--- src/rtl/permute_map.sv ---
// DES Initial Permutation engine: captures a 64-bit block on set and builds
// the permuted result one output byte per clock, publishing all 64 bits at once.
module permute_map (
    input  logic        clk,
    input  logic        rst_n,
    input  logic        set,
    input  logic [0:63] data_in,
    output logic        status,
    output logic [0:63] data_out
);

    typedef enum logic {
        IDLE = 1'b0,
        RUN  = 1'b1
    } state_t;

    state_t      state_r, state_s;
    logic [2:0]  cnt_r, cnt_s;
    logic [0:63] captured_r, captured_s;
    logic [0:63] scratch_r, scratch_s;
    logic [0:63] data_out_r, data_out_s;
    logic        status_r, status_s;
    logic [0:7]  byte_s;

    // Output byte k of the IP table: row k starts at 57+2k (k<4) or 56+2(k-4),
    // and each further column steps back by 8 source bits.
    function automatic logic [0:7] perm_byte(input logic [0:63] blk,
                                             input logic [2:0]  k);
        logic [5:0] base;
        logic [5:0] src;
        logic [0:7] res;
        base = k[2] ? 6'd56 : 6'd57;
        base = base + {2'b00, k[1:0], 1'b0};
        res  = 8'h00;
        for (int c = 0; c < 8; c++) begin
            src    = base - {c[2:0], 3'b000};
            res[c] = blk[src];
        end
        return res;
    endfunction

    // Next-state and datapath: set restarts from any state; RUN fills one byte per edge.
    always_comb begin
        state_s    = state_r;
        cnt_s      = cnt_r;
        captured_s = captured_r;
        scratch_s  = scratch_r;
        data_out_s = data_out_r;
        status_s   = status_r;
        byte_s     = perm_byte(captured_r, cnt_r);
        if (set) begin
            captured_s = data_in;
            scratch_s  = 64'h0;
            cnt_s      = 3'd0;
            state_s    = RUN;
            status_s   = 1'b0;
        end else begin
            case (state_r)
                RUN: begin
                    for (int c = 0; c < 8; c++) begin
                        scratch_s[{cnt_r, c[2:0]}] = byte_s[c];
                    end
                    cnt_s = cnt_r + 3'd1;
                    if (cnt_r == 3'd7) begin
                        // Last byte goes straight into data_out on the same edge.
                        data_out_s = scratch_s;
                        status_s   = 1'b1;
                        state_s    = IDLE;
                    end else begin
                        state_s = RUN;
                    end
                end
                IDLE: begin
                    state_s = IDLE;
                end
                default: begin
                    state_s = IDLE;
                end
            endcase
        end
    end

    // State and datapath registers with synchronous active-low reset.
    always_ff @(posedge clk) begin
        if (!rst_n) begin
            state_r    <= IDLE;
            cnt_r      <= 3'd0;
            captured_r <= 64'h0;
            scratch_r  <= 64'h0;
            data_out_r <= 64'h0;
            status_r   <= 1'b0;
        end else begin
            state_r    <= state_s;
            cnt_r      <= cnt_s;
            captured_r <= captured_s;
            scratch_r  <= scratch_s;
            data_out_r <= data_out_s;
            status_r   <= status_s;
        end
    end

    assign data_out = data_out_r;
    assign status   = status_r;

endmodule

--- config.mk ---
export PLATFORM = sky130hd
export DESIGN_NAME = permute_map
export DESIGN_NICKNAME = d
export VERILOG_FILES = /design/src/rtl/permute_map.sv
export SDC_FILE = /design/constraint.sdc
export NUM_CORES = 1
export LEC_CHECK = 0
export ABC_CLOCK_PERIOD_IN_PS = 1900
export BUFFER_PORTS_ARGS = -buffer_cell sky130_fd_sc_hd__buf_2
export CORE_ASPECT_RATIO = 1.4
export CORE_MARGIN = 5
export CORE_UTILIZATION = 56
export CTS_CLUSTER_SIZE = 12
export DETAILED_ROUTE_END_ITERATION = 10
export PLACE_DENSITY = 0.89
export SLEW_MARGIN = 20
export SYNTH_ARGS = -nofsm -noshare
export SYNTH_HDL_FRONTEND = slang
export SYNTH_SLANG_ARGS = --single-unit
--- constraint.sdc ---
create_clock -name clk -period 1.9 [get_ports clk]
set_input_delay 0 -clock clk [delete_from_list [all_inputs] [get_ports clk]]
set_output_delay 0 -clock clk [all_outputs]
set_load 0.02 [all_outputs]
After elaboration in Yosys (flattened, before gate mapping) --
Cells that the tools add are included.
Word-level totals: flip-flop bits (word level) 197, latch bits 0, bits in writable memories 0, memory bits (read-only) 0, output and inout bits 65, memories 0
Operators by class: add/subtract/negate cells 9, multiply operators 0, div/mod/pow operators 0, $lt $le $gt $ge 24, eq/ne operators 1, shifts and indexed selects 0, mux-type cells 52, bitwise logic cells 19, reduce and logical (&&, ||, !) cells 11
Operators by type and width (number):
- 64-bit bitwise mux | 8
- 7-bit >= comparator (second input constant) | 16
- 6-bit inverter with 7-bit output | 16
- 7-bit by 1-bit < comparator with 1-bit output (second input constant) | 8
- 1-bit binary-select mux with 6-bit select | 8
- 1-bit demux with 6-bit select | 8
- 1-bit 2-to-1 mux | 27
- 5-bit by 5-bit subtractor with 6-bit output (second input constant) | 2
- 6-bit by 5-bit subtractor with 6-bit output (second input constant) | 2
- 6-bit subtractor (second input constant) | 2
- 1-bit logical AND | 8
- 5-bit by 4-bit subtractor with 6-bit output (second input constant) | 1
- 4-bit by 4-bit adder with 5-bit output | 1
- 3-bit by 1-bit adder with 3-bit output (second input constant) | 1
- 3-bit == test (second input constant) | 1
- 1-bit inverter | 3
- 3-bit AND reduction | 1
- 1-bit one-hot mux with 2 select lines | 1
- 2-bit AND reduction | 1
- 2-bit OR reduction | 1

Depth between registers and ports, before layout --
depth in word-level cells 14, depth in mapped cells 7, depth with buffers taken out 5

Least setup slack after synthesis --
Ideal clock, no wire load.
kind reg2reg, start point register cnt_r[0], end point register data_out_r, in the netlist data_out[10], library setup time 0.127 ns, arrival time 1.561 ns, data required time 1.773 ns, slack 0.211 ns, stages on the path, launching flop included 8, buffers on the path 2, cells stage by stage dfxtp_1 -> ha_1 -> ha_1 -> nand3b_4 -> and2_1 -> buf_2 -> buf_2 -> o2bb2ai_1
Between the ends: word-level cells in the longest chain between the ends 13, elaborated cells on any way between the ends 98, classes of those cells add/sub: 8; order compare: 16; eq/ne: 1; mux: 48; bitwise: 16; reduce/logical: 9
RTL lines:
- start: declaration | line 18 | logic [2:0] cnt_r, cnt_s;
- start signal: assignment | line 94 | cnt_r <= cnt_s;
- 4-bit by 4-bit adder with 5-bit output or 6-bit inverter with 7-bit output (tied branches) | line 33, 61
- 5-bit by 5-bit subtractor with 6-bit output (tied with other cells) | line 36 | src = base - {c[2:0], 3'b000};
- 6-bit inverter with 7-bit output (not written as such) (tied with other cells) | line 37 | res[c] = blk[src];
- 1-bit binary-select mux with 6-bit select (tied with other cells) | line 37
- 1-bit 2-to-1 mux (not written as such) or 1-bit demux with 6-bit select (tied branches) | line 37, 61
- 1-bit 2-to-1 mux (not written as such) or 64-bit bitwise mux (tied branches) | line 37, 61
- 64-bit bitwise mux (7 in a row) | line 61 | scratch_s[{cnt_r, c[2:0]}] = byte_s[c];
- end signal: assignment | line 97 | data_out_r <= data_out_s;
- end: declaration | line 21 | logic [0:63] data_out_r, data_out_s;
Parallel ways exist; a longest one is shown, timed or not. The select of a mux whose other input is x is not followed. A chain may end at the register's enable or synchronous reset.

Worst setup path after layout --
start point register cnt_r[1], end point register data_out_r, in the netlist data_out[59]
The elaborated chain is that of the path after synthesis.

==> results.ini <==
[hold_path]
hold_path_class=in -> reg

[cells_and_area]
area_growth_pct=25.4
design_area_um2=9890
nNetsFinal=990
drive_gt1_frac=0.229

[clock_network]
cts_tree=yes
cts_root_buffer=clkbuf_16
cts.htree.levels=4
clk_pin_slew_ns=0.07
clk_path_buf_depth=2
cts_buffers=17
cts_setup_buffers=0
clk_latency_ns=0.42
cts_num_sinks=197

[placed_design]
port_buffers=131
gp_congestion=0.806
dp_hpwl_mm=12.5
place_area_um2=8670

[timing]
period_share=0.967
worst_pin_slew_ns=0.701
skew_ns=0.00622
rsz0062_at_grt=false
finalSetupTns_ns=0
hold_viol_final=0
worst_slew_margin_rel=0.532
max_freq_mhz=544
fin_crit_ns=1.84
final-max-slew-violation-count=0
setup-violations-final=0

[drt]
initialDrtViolationCount=372
ant_nets=0
wire_per_inst_um=18.8
vias=6441
vias_per_cell=5.75
drt-total-wl_mm=21.1
route.detailed.drc=0
first_pass_iters=5

[global_route]
antenna_found_initial=1
grt_pass1_wl_mm=33.7
grt_pass1_vias=6683
grt_max_degree=66
grt-ovfl-total=0
grt_usage=0.260

[floorplan]
die-height_um=150
num_rows=51
fp.dieArea_um2=16600
start_util=0.570
core_area_um2=13800
pin_count=132
fp.dieW_um=110

[worst_setup_path]
endpoint_kind=flop
crit_path_max_fanout=29
crit_type=reg -> reg
worstPathArrival_ns=2.17
cp-start-kind=flop
required_ns=2.23

[pwr]
p_leak_nw=4.27
p_per_area_nw_per_um2=848
ir_worst_vdd_mv=0.544

[logic_synthesis]
yosys_warnings=0
synthesis.nets=812
synth_seq_cells=197
ys_types=38
ys_seq_area_frac=0.500
netlist_instances=743
netlist_area_um2=7890
synth_area_per_cell_um2=10.6

[status]
status=completed

[job]
maxCapViolCount=0

[layout make-up]
| class | instances | area [um2] |
|---|---|---|
| antenna | 1 | 2.50 |
| timing repair buffer | 226 | 1560 |
| tap | 185 | 231 |
| fill | 935 | 3950 |
| multi-input combinational | 477 | 3580 |
| clock buffer | 22 | 474 |
| sequential | 197 | 3950 |
| inverter | 2 | 7.51 |
| clock inverter | 10 | 96.3 |
[synthesized netlist by cell type (all sizes together)]
library cell,number,area share
a211oi,64,0.062
a21oi,5,0.0046
a221o,24,0.030
and2,1,0.00079
and2b,1,0.0011
and3,48,0.038
and3b,1,0.0011
and4,1,0.0011
and4b,3,0.0038
and4bb,3,0.0048
buf,45,0.037
clkbuf,22,0.011
dfxtp,197,0.50
ha,2,0.0032
inv,2,0.00095
mux2i,138,0.18
nand2b,1,0.00079
nand3,2,0.0019
nand3b,1,0.0025
nand4b,1,0.0019
nor2,135,0.065
nor2b,1,0.0011
nor3,1,0.0021
nor3b,2,0.0025
nor4b,1,0.0030
o21ai,1,0.00063
o2bb2ai,39,0.043
xnor2,1,0.0011
[cells by family (layout without fill, tap and decap cells)]
kind of cell,Yosys count,after routing,share of synthesized area
and+or+nand+nor,203,203,0.131
DFF,197,197,0.500
muxes,138,138,0.175
AOI/OAI and AO/OA,133,133,0.141
buffers and inverters,69,260,0.0482
adders and majority gates,2,2,0.00317
xor gates and xnor gates,1,1,0.00111
other,0,1,0
[routing by layer]
metal | track usage | up-vias | routed length (um)
li1 | - | 3063 | -
met1 | 0.306 | 3075 | 8300
met2 | 0.445 | 243 | 10900
met3 | 0.0515 | 60 | 1110
met4 | 0.128 | 0 | 778
met5 | 0 | - | 0
[worst max-delay path, cell delays in order, from the launching register on]
cell,delay [ns]
dfxtp_2,0.34
ha_1,0.18
ha_1,0.23
nand3b_4,0.11
buf_4,0.26
and2_1,0.24
buf_12,0.22
o2bb2ai_1,0.17
[flip-flops by register name, summed over array words and instances, names as in the netlist]
register / count
state_r: 1
status: 1
captured_r: 64
cnt_r: 3
data_out: 64
scratch_r: 64
[final timing paths]
path                            startpoint                          end  slack, ns  depth (start not counted)
setup / recovery     cnt_r[1]$_SDFFE_PP0P_    data_out[59]$_SDFFE_PN0P_       0.06                          7
setup reg to reg     cnt_r[1]$_SDFFE_PP0P_    data_out[59]$_SDFFE_PN0P_       0.06                          7
hold / removal                         set  captured_r[50]$_SDFFE_PN0P_       0.03                          3
hold reg to reg   data_out[1]$_SDFFE_PN0P_     data_out[1]$_SDFFE_PN0P_       0.46                          1
[what timing repair did]
action | CTS | global route
hold buffers | 64 | 0
setup endpoints to repair | 24 | 8
resized for setup | 1 | 1
hold endpoints to repair | 64 | 0
[through the flow]
stage                     utilization  hold slack (ns)  std cells  setup WS (ns)  total power, mW
after floorplan                     -            0.147        743          0.211             4.69
after global placement          0.626            0.233       1023       -0.00655             4.85
after detailed placement        0.626            0.240       1023        -0.0445             4.87
after CTS                       0.714           0.0162       1119         0.0897             8.40
after global routing            0.714           0.0430       1120        0.00259             8.66
final                           0.714           0.0267       1120         0.0621             8.39
[cells in the final DEF, fill, tap and decap left out, drive strengths merged, types with 2 or more instances in the layout]
cell / instances
buf: 162
and3: 48
dlygate4sd3: 64
o2bb2ai: 39
a21oi: 5
dfxtp: 197
clkinv: 3
clkinvlp: 4
ha: 2
a211oi: 64
inv: 4
and4b: 3
nor3b: 2
nor2: 135
and4bb: 3
clkbuf: 22
a221o: 24
mux2i: 138
nand3: 2
[where the power goes]
group          switching [mW]  leakage, nW  total [mW]  internal (mW)
logic                   0.298         2.40       0.598          0.300
clock network            1.56        0.269        3.48           1.92
registers              0.0823         1.60        4.30           4.22
total                    1.94         4.27        8.39           6.44
(Power assumes the default switching activity.)
